<file path="src/rtl/quote_egress.sv">
// quote_egress
//   Output stage between trading logic and the host register interface.
//   Keeps one pending quote slot per stock. A newer quote for a pending stock
//   replaces the older one, so only the latest quote is emitted. Pending slots
//   are drained round-robin through a valid/ready handshake. After each
//   accepted quote the block waits MIN_GAP idle cycles. Each emitted quote
//   carries a sequence number. Saturating counters record coalesced quotes and
//   rejected (malformed) quotes.
//
// Handshake: o_valid rises with a quote and stays high, with every o_* field
//   stable, until the cycle in which i_ready is high. That cycle is the
//   transfer. i_ready is ignored while o_valid is low.
//
// Ports
//   i_clk, i_reset        clock, synchronous active-high reset
//   i_data_valid          incoming quote strobe
//   i_stock_id            stock id of the incoming quote
//   i_buy_price           incoming bid
//   i_sell_price          incoming ask
//   i_quantity            incoming quantity
//   i_book_is_busy        blocks new grants while high (sampled in IDLE only)
//   i_ready               downstream accepts the presented quote
//   o_valid               output quote valid
//   o_stock_id            output stock id
//   o_buy_price           output bid
//   o_sell_price          output ask
//   o_quantity            output quantity
//   o_seq                 output sequence number
//   o_coalesce_count      pending quotes overwritten (saturating)
//   o_reject_count        malformed quotes dropped (saturating)
//   o_fsm_state           debug view of the drain FSM (0 IDLE, 1 PRESENT, 2 GAP)
module quote_egress #(
    parameter int NUM_STOCKS = 4,
    parameter int SID_WIDTH  = $clog2(NUM_STOCKS),
    parameter int DATA_WIDTH = 32,
    parameter int QTY_WIDTH  = 32,
    parameter int MIN_GAP    = 2,
    parameter int SEQ_WIDTH  = 16,
    parameter int CNT_WIDTH  = 16
) (
    input  logic                  i_clk,
    input  logic                  i_reset,
    input  logic                  i_data_valid,
    input  logic [SID_WIDTH-1:0]  i_stock_id,
    input  logic [DATA_WIDTH-1:0] i_buy_price,
    input  logic [DATA_WIDTH-1:0] i_sell_price,
    input  logic [QTY_WIDTH-1:0]  i_quantity,
    input  logic                  i_book_is_busy,
    input  logic                  i_ready,
    output logic                  o_valid,
    output logic [SID_WIDTH-1:0]  o_stock_id,
    output logic [DATA_WIDTH-1:0] o_buy_price,
    output logic [DATA_WIDTH-1:0] o_sell_price,
    output logic [QTY_WIDTH-1:0]  o_quantity,
    output logic [SEQ_WIDTH-1:0]  o_seq,
    output logic [CNT_WIDTH-1:0]  o_coalesce_count,
    output logic [CNT_WIDTH-1:0]  o_reject_count,
    output logic [1:0]            o_fsm_state
);

    localparam int PTR_W = $clog2(NUM_STOCKS);
    localparam int GAP_W = (MIN_GAP > 1) ? $clog2(MIN_GAP) : 1;

    typedef enum logic [1:0] {
        S_IDLE    = 2'd0,
        S_PRESENT = 2'd1,
        S_GAP     = 2'd2
    } state_e;

    state_e                  state_q;
    logic [GAP_W-1:0]        gap_cnt_q;
    logic [PTR_W-1:0]        rr_ptr_q;
    logic [NUM_STOCKS-1:0]   pending_q, pending_d;
    logic [DATA_WIDTH-1:0]   buy_q  [NUM_STOCKS];
    logic [DATA_WIDTH-1:0]   sell_q [NUM_STOCKS];
    logic [QTY_WIDTH-1:0]    qty_q  [NUM_STOCKS];

    logic                    valid_q;
    logic [SID_WIDTH-1:0]    out_sid_q;
    logic [DATA_WIDTH-1:0]   out_buy_q;
    logic [DATA_WIDTH-1:0]   out_sell_q;
    logic [QTY_WIDTH-1:0]    out_qty_q;
    logic [SEQ_WIDTH-1:0]    seq_q;
    logic [CNT_WIDTH-1:0]    coalesce_q;
    logic [CNT_WIDTH-1:0]    reject_q;

    logic                    in_ok;
    logic                    in_reject;
    logic [PTR_W-1:0]        wr_idx;
    logic                    grant_found;
    logic [PTR_W-1:0]        grant_idx;
    logic [PTR_W-1:0]        next_ptr;
    logic                    do_grant;
    logic                    same_slot;

    // Input qualification. The stock id is range-checked before it is
    // narrowed to a slot index, so the truncation below is safe.
    assign in_ok     = i_data_valid && (i_buy_price < i_sell_price) &&
                       (i_quantity != '0) && (32'(i_stock_id) < NUM_STOCKS);
    assign in_reject = i_data_valid && !in_ok;
    assign wr_idx    = PTR_W'(i_stock_id);

    // Round-robin search: the first pending slot at or after rr_ptr, with wrap.
    always_comb begin
        int               cand;
        logic [PTR_W-1:0] cand_idx;
        grant_found = 1'b0;
        grant_idx   = '0;
        cand        = 0;
        cand_idx    = '0;
        for (int k = 0; k < NUM_STOCKS; k++) begin
            cand     = (int'(rr_ptr_q) + k) % NUM_STOCKS;
            cand_idx = PTR_W'(cand);
            if (!grant_found && pending_q[cand_idx]) begin
                grant_found = 1'b1;
                grant_idx   = cand_idx;
            end
        end
    end

    assign do_grant  = (state_q == S_IDLE) && !i_book_is_busy && grant_found;
    assign same_slot = do_grant && in_ok && (wr_idx == grant_idx);
    assign next_ptr  = (grant_idx == PTR_W'(NUM_STOCKS - 1)) ? '0 : grant_idx + PTR_W'(1);

    // The set is applied after the clear. A write to the slot being granted
    // therefore keeps the slot pending with the new data. The output takes the
    // old registered content of that slot.
    always_comb begin
        pending_d = pending_q;
        if (do_grant) pending_d[grant_idx] = 1'b0;
        if (in_ok)    pending_d[wr_idx]    = 1'b1;
    end

    always_ff @(posedge i_clk) begin
        if (i_reset) begin
            state_q    <= S_IDLE;
            gap_cnt_q  <= '0;
            rr_ptr_q   <= '0;
            pending_q  <= '0;
            for (int s = 0; s < NUM_STOCKS; s++) begin
                buy_q[s]  <= '0;
                sell_q[s] <= '0;
                qty_q[s]  <= '0;
            end
            valid_q    <= 1'b0;
            out_sid_q  <= '0;
            out_buy_q  <= '0;
            out_sell_q <= '0;
            out_qty_q  <= '0;
            seq_q      <= '0;
            coalesce_q <= '0;
            reject_q   <= '0;
        end else begin
            pending_q <= pending_d;

            if (in_ok) begin
                buy_q[wr_idx]  <= i_buy_price;
                sell_q[wr_idx] <= i_sell_price;
                qty_q[wr_idx]  <= i_quantity;
            end

            // A write that lands on the slot being granted does not count as
            // coalescing. The old quote is still emitted.
            if (in_ok && pending_q[wr_idx] && !same_slot && (coalesce_q != '1))
                coalesce_q <= coalesce_q + CNT_WIDTH'(1);
            if (in_reject && (reject_q != '1))
                reject_q <= reject_q + CNT_WIDTH'(1);

            case (state_q)
                S_IDLE: begin
                    if (do_grant) begin
                        valid_q    <= 1'b1;
                        out_sid_q  <= SID_WIDTH'(grant_idx);
                        out_buy_q  <= buy_q[grant_idx];
                        out_sell_q <= sell_q[grant_idx];
                        out_qty_q  <= qty_q[grant_idx];
                        rr_ptr_q   <= next_ptr;
                        state_q    <= S_PRESENT;
                    end
                end
                S_PRESENT: begin
                    if (i_ready) begin
                        valid_q   <= 1'b0;
                        seq_q     <= seq_q + SEQ_WIDTH'(1);
                        gap_cnt_q <= '0;
                        state_q   <= (MIN_GAP > 0) ? S_GAP : S_IDLE;
                    end
                end
                S_GAP: begin
                    if (gap_cnt_q == GAP_W'(MIN_GAP - 1)) begin
                        state_q <= S_IDLE;
                    end else begin
                        gap_cnt_q <= gap_cnt_q + GAP_W'(1);
                    end
                end
                default: state_q <= S_IDLE;
            endcase
        end
    end

    assign o_valid          = valid_q;
    assign o_stock_id       = out_sid_q;
    assign o_buy_price      = out_buy_q;
    assign o_sell_price     = out_sell_q;
    assign o_quantity       = out_qty_q;
    assign o_seq            = seq_q;
    assign o_coalesce_count = coalesce_q;
    assign o_reject_count   = reject_q;
    assign o_fsm_state      = state_q;

endmodule

</file>
<file path="config.mk">
export PLATFORM = sky130hd
export DESIGN_NAME = quote_egress
export DESIGN_NICKNAME = d
export VERILOG_FILES = /design/src/rtl/quote_egress.sv
export SDC_FILE = /design/constraint.sdc
export NUM_CORES = 1
export LEC_CHECK = 0
export ABC_AREA = 1
export BUFFER_PORTS_ARGS = -buffer_cell sky130_fd_sc_hd__buf_2
export CAP_MARGIN = 20
export CORE_MARGIN = 5
export CORE_UTILIZATION = 39
export CTS_BUF_LIST = sky130_fd_sc_hd__clkbuf_4
export CTS_CLUSTER_SIZE = 24
export DETAILED_ROUTE_END_ITERATION = 8
export HOLD_SLACK_MARGIN = 0.06
export PLACE_DENSITY_LB_ADDON = 0.05
export SYNTH_ARGS = -nofsm -noshare
export SYNTH_HDL_FRONTEND = slang
export SYNTH_SLANG_ARGS = --single-unit
</file>
<file path="constraint.sdc">
create_clock -name i_clk -period 6.46 [get_ports i_clk]
set_input_delay 0.646 -clock i_clk [delete_from_list [all_inputs] [get_ports i_clk]]
set_output_delay 0.646 -clock i_clk [all_outputs]
set_load 0.05 [all_outputs]
</file>
==> results of run 1 <==
-- report_power, final --
group	internal, W	switching, W	total [W]
Sequential	0.00419	0.000227	0.00442
Clock	0.00181	0.00149	0.00330
Combinational	0.00162	0.00482	0.00645
-- final timing paths --
check	cells after the start	from	slack (ns)	end
worst min-delay path	3	i_buy_price[17]	0.18	buy_q[3][17]$_DFFE_PP_
worst max register to register	15	rr_ptr_q[0]$_SDFFE_PP0P_	2.29	o_buy_price[19]$_SDFFE_PP0P_
worst max-delay path	17	i_sell_price[5]	2.11	qty_q[1][5]$_SDFFCE_PN0P_
worst min register to register	2	o_valid$_SDFFE_PP0P_	0.46	o_valid$_SDFFE_PP0P_
-- area by class of cell --
cell class / count / area share, %
diodes: 3 / 0.02529
well taps: 846 / 3.566
clock inverters: 39 / 0.8683
inverters: 401 / 5.109
multi-input cells: 1644 / 26.68
repair buffers: 372 / 8.447
flip-flops and latches: 540 / 49.37
clock buffers: 235 / 5.943
-- cell families after synthesis --
group	Yosys count	synth area share [%]
AO/OA/AOI/OAI	380	9.516
XOR/XNOR	10	0.3526
adder cells (fa/ha/maj)	38	1.914
buffers and inverters	553	9.466
flip-flops	540	59.00
AND/OR/NAND/NOR	1216	19.75
-- timing repair --
action,4_1_cts,5_1_grt
endpoints found under the setup margin,0,0
endpoints found under the hold margin,331,0
hold buffers,95,0
-- worst max-delay path, stage by stage --
cell           delay [ns]
dlygate4sd3_1        0.53
buf_2                0.13
inv_1                0.17
ha_1                 0.28
a21oi_1              0.13
nor2_1               0.05
nor3_1               0.13
nand2_1              0.08
nand2_1              0.06
nand2_1              0.08
nand2_1              0.07
nand4_1              0.62
nor2_4               0.30
buf_4                0.47
nand3_2              0.18
nand2_4              0.42
buf_12               0.45
-- registers in the layout, indices dropped and copies added, names as in the netlist --
register,count
sell_q,128
gap_cnt_q,1
o_reject_count,16
o_sell_price,32
o_stock_id,2
o_quantity,32
o_coalesce_count,16
buy_q,128
o_valid,1
pending_q,4
o_buy_price,32
rr_ptr_q,2
o_seq,16
qty_q,128
o_fsm_state,2
-- per-layer routing --
metal / GRT usage [%] / up-vias / routed length (um)
li1: - / 9770 / -
met1: 29.09 / 9476 / 34490
met2: 34.84 / 596 / 34940
met3: 4.737 / 117 / 4498
met4: 7.335 / 0 / 1967
met5: 0 / - / 0
-- layout by cell type (no fill, tap or decap), types with 44 or more instances in the layout --
| cell type | instances |
|---|---|
| clkbuf_4 | 235 |
| nand2_1 | 387 |
| a21oi_1 | 70 |
| dlygate4sd3_1 | 95 |
| o211ai_1 | 102 |
| o21ai_0 | 130 |
| buf_2 | 250 |
| dfxtp_1 | 156 |
| o21ai_1 | 44 |
| inv_1 | 396 |
| nand3_1 | 86 |
| edfxtp_1 | 384 |
| nor2_1 | 637 |
-- metrics by stage --
| step | total power, W | setup WS (ns) | hold WS [ns] | instance area (um^2) |
|---|---|---|---|---|
| floorplan | 0.009610 | 1.593 | 0.4413 | 24840 |
| global placement | 0.01091 | 1.784 | 0.4513 | 26650 |
| detailed placement | 0.01095 | 1.752 | 0.4546 | 26680 |
| CTS | 0.01436 | 2.230 | 0.06248 | 29650 |
| global route | 0.01520 | 1.888 | 0.08805 | 29680 |
| finish | 0.01417 | 2.107 | 0.1777 | 29680 |
==> flow_summary.yaml, run 1 <==
cells_and_area:
  fill_cells: 6268
  layout.cells.non_filler: 4080
  fin_nets: 3252
  final_core_util_pct: 47.06
  regArea_um2: 14650
  multiInputGateArea_um2: 7919
  syn_to_final_growth_pct: 19.52
  final_layout_size_suffix_gt1_share_pct: 18.14
clocking:
  clockBufferDepth: 3
  cts-resized-gates: 0
  cts_tree: "done"
  clock_sinks: 540
  postCtsSetupRepairBufs: 0
  clock_latency_ns: 0.94
  cts_buffers: 152
  cts.clk_slew.worst_paths_ns: 0.07
  cts_root_buffer: "clkbuf_4"
  htreeDepth: 4
power:
  power_per_cell_area_nw_per_um2: 477.4
  peakVddDrop_uv: 820.4
  p_leak_nw: 13.39
global_route:
  antenna_found_initial: 3
  grt_pass1_vias: 20000
  grt_usage_pct: 21.61
  grt_pass1_wl_um: 116700
  grt_max_degree: 147
  grt_remaining_overflow: 0
floorplan:
  die_w_um: 262.4
  start_util_pct: 39.37
  dieArea_um2: 68830
  io_pins: 252
  core-area_um2: 63080
  die_h_um: 262.4
  rows: 92
critical_path:
  crit_fanout: 70
  worstPathRequired_ns: 7.02
  path_class: "input pin to register"
  worst_setup_path_end_kind: "register"
  startpoint_type: "input pin"
  cp.arrival_ns: 4.91
sta:
  min_period_ns: 4.353
  slew_viol_final: 0
  fmax_mhz: 229.7
  fin_skew_ns: 0.03727
  post-route-period-util_pct: 67.38
  final-hold-violation-count: 0
  finalSetupViolCount: 0
  max_slew_margin_pct: 26.41
  tns_ns: 0
  tightestPinTransition_ns: 1.104
  rsz0062_at_grt: "no"
routing:
  route.detailed.drc: 0
  drt-initial-drc-count: 1426
  drt-pass1-iter-count: 5
  ant_nets: 0
  vias_per_cell: 4.892
  routedWlPerCell_um: 18.60
  vias: 19960
  wl_um: 75900
yosys:
  synth_most_common_cell: "nor2_1"
  ys_ff_latch: 540
  synth_fp_nets: 2878
  syn_area_per_cell_um2: 9.074
  synth_cell_type_count: 37
  synth_area_leaders: "edfxtp_1, dfxtp_1, nor2_1, inv_1, nand2_1"
  syn-cell-area_um2: 24840
  synth_ff_type: "edfxtp_1"
  yosysSeqAreaShare_pct: 59.00
  yosys.area.top_type_share_pct: 46.43
  syn_inst: 2737
  synth_commonest_cells: "nor2_1, inv_1, nand2_1"
  synth_edf_count: 384
  ys_async_sr_fraction_pct: 0
  synth_warnings: 0
  yosysTopAreaCell: "edfxtp_1"
flow_run:
  cap_violations: 0
place:
  portBuffers: 251
  gp_congestion: 0.8069
  dp.cells: 3707
  hpwlAfterDp_um: 44550
status:
  run_status: "completed"
min_path:
  hold_path_class: "input pin to register"
Power figures use the tool's default switching activity.
==> inputs of run 2 (changes only) <==
==> constraint.sdc (replaced) <==
create_clock -name i_clk -period 4.2 [get_ports i_clk]
set_input_delay 0.42 -clock i_clk [delete_from_list [all_inputs] [get_ports i_clk]]
set_output_delay 0.42 -clock i_clk [all_outputs]
set_load 0.05 [all_outputs]
==> flow_summary.yaml, run 2 (synthesized netlist as in run 1, its figures left out) <==
floorplan:
  die_h_um: 262.4
  core-area_um2: 63080
  dieArea_um2: 68830
  io_pins: 252
  start_util_pct: 39.37
  rows: 92
  die_w_um: 262.4
cells_and_area:
  syn_to_final_growth_pct: 20.61
  layout_common_cells: "nor2_1, inv_1, nand2_1"
  regArea_um2: 14650
  fill_cells: 6321
  multiInputGateArea_um2: 7904
  final_layout_size_suffix_gt1_share_pct: 18.89
  fin_nets: 3274
  design_area_um2: 29960
  layout_commonest_cell: "nor2_1"
  largestRegisters: "buy_q x128, qty_q x128, sell_q x128"
sta:
  fmax_mhz: 306.8
  min_period_ns: 3.260
  max_slew_margin_pct: 28.94
  final-hold-violation-count: 0
  post-route-period-util_pct: 77.61
  slew_viol_final: 0
  tightestPinTransition_ns: 1.066
  rsz0062_at_grt: "no"
  fin_skew_ns: 0.05020
  finalSetupViolCount: 0
  worst_slack_ns: 0.9404
  tns_ns: 0
min_path:
  hold_path_class: "input pin to register"
  hp-start: "i_quantity[27]"
  holdPathStages: 4
  whs_endpoint: "qty_q[3][27]$_DFFE_PP_"
routing:
  drt-initial-drc-count: 1321
  ant_nets: 0
  vias: 20130
  wl_um: 75600
  route.detailed.drc: 0
  vias_per_cell: 4.899
  routedWlPerCell_um: 18.40
  drt-pass1-iter-count: 6
clocking:
  cts_tree: "done"
  ctsHoldBuffers: 104
  htreeDepth: 4
  cts.clk_slew.worst_paths_ns: 0.06
  postCtsSetupRepairBufs: 0
  clock_sinks: 540
  clock_latency_ns: 0.99
  cts-resized-gates: 0
  clockBufferDepth: 3
  cts_buffers: 153
  cts_root_buffer: "clkbuf_4"
critical_path:
  path_class: "register to register"
  worst_setup_path_end_kind: "register"
  crit_fanout: 44
  cp.arrival_ns: 4.18
  r2r_start: "rr_ptr_q[0]$_SDFFE_PP0P_"
  startpoint_type: "register"
  worstPathRequired_ns: 5.12
  rrSetupSlack_ns: 0.94
  r2r-end: "o_quantity[25]$_SDFFE_PP0P_"
  worstRegToRegCells: 15
place:
  dp_slack_ns: 0.8507
  hpwlAfterDp_um: 45950
  gp_congestion: 0.8132
  portBuffers: 251
  dpl_cell_area_um2: 26860
power:
  p_leak_nw: 13.53
  power_per_cell_area_nw_per_um2: 732.7
  peakVddDrop_uv: 977.6
flow_run:
  cap_violations: 0
global_route:
  grt_pass1_wl_um: 115500
  grt_usage_pct: 21.47
  grt_remaining_overflow: 0
  grt_pass1_vias: 19880
  antenna_found_initial: 3
  grt_max_degree: 117
status:
  run_status: "completed"
## run 2: cell types whose count changed in the layout (fill, tap and decap cells not counted), moves of 2 or more
cell	change
buf_12	+10
buf_16	-2
buf_4	+4
bufinv_16	-3
clkbuf_4	+19
clkinv_1	-15
diode_2	+5
dlygate4sd3_1	+9
nand2_2	+2
nand2_4	-2
## run 2: metal layers
metal	share of wire [%]	up-vias	GRT usage (%)
met4	2.9	2	8.225
met1	44	9614	27.65
met2	47	553	35.45
met5	0.016	-	0
met3	6.0	140	4.906
li1	-	9823	-
## run 2: power by group
group          leakage (nW)  total, W  switching (W)  internal [W]
Sequential             4.97   0.00679       0.000342       0.00645
Combinational          7.33    0.0101        0.00747       0.00266
Clock                  1.23   0.00503        0.00226       0.00277
Total                  13.5    0.0219         0.0101        0.0119
## run 2: layout make-up
class,instances,share of cell area [%]
multi-input cells,1644,26.39
inverters,401,5.062
well taps,846,3.534
clock buffers,254,6.366
diodes,8,0.06683
repair buffers,393,9.256
flip-flops and latches,540,48.92
clock inverters,23,0.4093
## run 2: worst max-delay path, stage by stage (launching register included)
cell and delay, ns:
dfxtp_1 0.62, inv_1 0.17, nand2_1 0.11, nand2_2 0.09, nand2_1 0.09, nand2_2 0.06
nor2_4 0.11, nand3_2 0.09, nand2_2 0.12, nand2_8 0.18, inv_4 0.49, buf_4 0.43
o21ai_0 0.12, o211ai_1 0.32, nand2_1 0.08, inv_1 0.06
## run 2: worst max-delay path by stage
stage                             startpoint                     endpoint  slack [ns]  cells past startpoint
floorplan                   i_sell_price[25]    buy_q[0][0]$_SDFFCE_PN0P_        0.47                     15
global placement             i_sell_price[5]       sell_q[3][6]$_DFFE_PP_        0.82                     15
detailed placement           i_sell_price[5]       sell_q[3][4]$_DFFE_PP_        0.85                     15
CTS                 rr_ptr_q[0]$_SDFFE_PP0P_  o_quantity[25]$_SDFFE_PP0P_        0.94                     15
global route        rr_ptr_q[0]$_SDFFE_PP0P_  o_quantity[25]$_SDFFE_PP0P_        0.58                     15
finish              rr_ptr_q[0]$_SDFFE_PP0P_  o_quantity[25]$_SDFFE_PP0P_        0.94                     15
## run 2: through the flow
| stage | hold WS (ns) | std cells | total power [W] | util, % |
|---|---|---|---|---|
| floorplan | 0.4413 | 2737 | 0.01477 | - |
| global placement | 0.4532 | 3720 | 0.01694 | 42.59 |
| detailed placement | 0.4534 | 3720 | 0.01702 | 42.59 |
| CTS | 0.1609 | 4101 | 0.02223 | 47.46 |
| global route | 0.1964 | 4109 | 0.02355 | 47.49 |
| finish | 0.2854 | 4109 | 0.02195 | 47.49 |
==> inputs of run 3 (changes only) <==
--- a/config.mk
+++ b/config.mk
@@ -5,7 +5,7 @@
 export SDC_FILE = /design/constraint.sdc
 export NUM_CORES = 1
 export LEC_CHECK = 0
-export ABC_AREA = 1
+export ABC_AREA = 0
 export BUFFER_PORTS_ARGS = -buffer_cell sky130_fd_sc_hd__buf_2
 export CAP_MARGIN = 20
 export CORE_MARGIN = 5
==> constraint.sdc (replaced) <==
create_clock -name i_clk -period 2.6 [get_ports i_clk]
set_input_delay 0.26 -clock i_clk [delete_from_list [all_inputs] [get_ports i_clk]]
set_output_delay 0.26 -clock i_clk [all_outputs]
set_load 0.05 [all_outputs]
==> flow_summary.yaml, run 3 <==
status:
  run_status: "finished with violations"
  violations: "setup timing"
critical_path:
  rrSetupSlack_ns: 0.20
  crit_path_frequent_cell: "dlygate4sd3_1"
  crit_chain: "dlygate4sd3_1 -> buf_2 -> nor4_1 -> nand4_1 -> buf_4 -> o221ai_1 -> a211o_2 -> nor3_4 -> and3_4 -> dlygate4sd3_1 -> and2_1"
  startpoint_type: "input pin"
  path_class: "input pin to register"
  worstRegToRegCells: 8
  r2r-end: "o_coalesce_count[3]$_SDFFE_PP0P_"
  r2r_start: "rr_ptr_q[1]$_SDFFE_PP0P_"
  crit_fanout: 5
  slowest_delay_ns: 0.56
  worst_setup_path_end_kind: "register"
  cp.arrival_ns: 3.27
  crit_path_top_delay_cell: "dlygate4sd3_1"
  worstPathRequired_ns: 3.27
sta:
  tightestPinTransition_ns: 0.7670
  final-hold-violation-count: 0
  min_period_ns: 2.601
  rsz0062_at_grt: "no"
  fmax_mhz: 384.5
  worst_slack_ns: -0.0007536
  finalHoldWorstSlack_ns: 0.2006
  fin_skew_ns: 0.05677
  max_slew_margin_pct: 48.81
  tns_ns: -0.0007536
  finalSetupViolCount: 1
  slew_viol_final: 0
  post-route-period-util_pct: 100.0
yosys:
  synth_ff_type: "edfxtp_1"
  synth_most_common_cell: "nand2_1"
  syn_inst: 2374
  synth_fp_nets: 2515
  syn-cell-area_um2: 24190
  yosys.area.top_type_share_pct: 47.67
  yosysSeqAreaShare_pct: 60.58
  synth_cell_type_count: 61
  synth_commonest_cells: "nand2_1, edfxtp_1, nand3_1"
  ys_ff_latch: 540
  ys_async_sr_fraction_pct: 0
  synth_area_leaders: "edfxtp_1, dfxtp_1, nand2_1, and2_1, nand3_1"
  yosysTopAreaCell: "edfxtp_1"
  synth_warnings: 0
  syn_area_per_cell_um2: 10.19
  synth_edf_count: 384
place:
  dp_slack_ns: -0.5923
  gp_congestion: 0.8180
  hpwlAfterDp_um: 45540
  dp.cells: 3435
  portBuffers: 251
  dpl_cell_area_um2: 27860
cells_and_area:
  layout.cells.non_filler: 3860
  fin_nets: 3031
  layout_common_cells: "nand2_1, edfxtp_1, nand3_1"
  layout_commonest_cell: "nand2_1"
  syn_to_final_growth_pct: 29.73
  largestRegisters: "buy_q x128, qty_q x128, sell_q x128"
  design_area_um2: 31380
  final_layout_size_suffix_gt1_share_pct: 24.42
  fill_cells: 5749
global_route:
  grt_pass1_vias: 19900
  antenna_found_initial: 6
  grt_max_degree: 105
  grt_remaining_overflow: 0
  grt_usage_pct: 22.50
  grt_pass1_wl_um: 117500
clocking:
  cts.clk_slew.worst_paths_ns: 0.07
  clock_latency_ns: 0.97
  clock_sinks: 540
  clockBufferDepth: 3
  cts_buffers: 152
  cts_tree: "done"
  cts_root_buffer: "clkbuf_4"
  htreeDepth: 4
routing:
  vias: 19750
  route.detailed.drc: 0
  wl_um: 76680
  vias_per_cell: 5.117
  drt-pass1-iter-count: 5
  routedWlPerCell_um: 19.87
  drt-initial-drc-count: 1230
  ant_nets: 0
power:
  power_frac_seq_pct: 46.7
  p_clk_share_pct: 38.7
  power.internal_w: 0.01550
  p_leak_nw: 12.84
  swShare_pct: 27.67
  power_switching_w: 0.005932
  combPwrFrac_pct: 14.6
  peakVddDrop_uv: 362.5
  power_per_cell_area_nw_per_um2: 683.1
floorplan:
  rows: 91
  die_h_um: 259.0
  core-area_um2: 61600
  io_pins: 252
  start_util_pct: 39.27
  die_w_um: 259.0
  dieArea_um2: 67100
min_path:
  hold_path_class: "input pin to register"
  whs_endpoint: "qty_q[3][4]$_DFFE_PP_"
  hp-start: "i_quantity[4]"
  holdPathStages: 3
flow_run:
  cap_violations: 0
run 3: cell types whose count changed after synthesis, moves of 41 or more:
| cell | delta |
|---|---|
| o211ai_1 | -97 |
| o21ai_0 | -122 |
| nand3_1 | +222 |
| inv_1 | -351 |
| o21ai_1 | -44 |
| and3_1 | +109 |
| nor2_1 | -596 |
| and2_1 | +259 |
| nor4_1 | +43 |
| clkbuf_1 | +41 |
| a21oi_1 | +63 |
| nand2_1 | +132 |
run 3: cell type report:
type,instances,area (um^2),area share (%)
flip-flops and latches,540,14650,46.70
multi-input cells,1612,9059,28.87
repair buffers,537,4310,13.74
clock buffers,251,1884,6.005
well taps,837,1047,3.337
inverters,47,214.0,0.6818
clock inverters,31,200.2,0.6379
diodes,5,12.51,0.03987
run 3: stage by stage:
step,power [W],util (%)
after global routing,0.02253,50.94
final,0.02144,50.95
after CTS,0.02174,50.81
after detailed placement,0.01317,45.23
after global placement,0.01314,45.23
after floorplan,0.01191,-
run 3: routing by layer:
metal / track usage [%] / share of wire, % / vias up
li1: - / - / 9464
met1: 29.35 / 44 / 9611
met2: 37.39 / 48 / 548
met3: 4.970 / 5.7 / 127
met4: 7.555 / 2.2 / 2
met5: 0 / 0.017 / -
run 3: repair_timing:
action                                  in CTS  in global routing
buffers inserted                             0                  2
resized for setup                            0                  7
endpoints found under the hold margin      725                  0
endpoints found under the setup margin       0                 14
hold buffers                               135                  0
run 3: worst max path at each step:
stage | start | endpoint | cells past startpoint
6_report | i_quantity[4] | buy_q[2][26]$_SDFFCE_PN0P_ | 11
3_3_place_gp | i_sell_price[29] | o_coalesce_count[15]$_SDFFE_PP0P_ | 12
5_1_grt | i_sell_price[16] | o_coalesce_count[15]$_SDFFE_PP0P_ | 13
4_1_cts | i_buy_price[17] | buy_q[2][26]$_SDFFCE_PN0P_ | 11
2_1_floorplan | i_sell_price[15] | buy_q[1][0]$_SDFFCE_PN0P_ | 12
3_5_place_dp | i_sell_price[29] | o_coalesce_count[3]$_SDFFE_PP0P_ | 12
run 3: worst max-delay path, delay by kind of cell:
kind | cells | cell delay [ns]
AND/OR/NAND/NOR | 5 | 0.81
buffers and inverters | 4 | 1.43
AO/OA/AOI/OAI | 2 | 0.76
run 3: power by group through the flow:
stage	logic, W	registers [W]	clock network [W]
2_1_floorplan	0.00138	0.0105	0
3_3_place_gp	0.00296	0.0102	0
3_5_place_dp	0.00298	0.0102	0
4_1_cts	0.00315	0.0100	0.00858
5_1_grt	0.00341	0.0101	0.00906
6_report	0.00312	0.0100	0.00831
run 3: cell families after synthesis:
family / Yosys count / synth area share [%]
adders and majority gates: 38 / 1.966
buffers and inverters: 223 / 3.771
muxes: 13 / 0.6311
and+or+nand+nor: 1358 / 27.97
DFF: 540 / 60.58
AOI/OAI and AO/OA: 187 / 4.536
xor gates and xnor gates: 15 / 0.5431
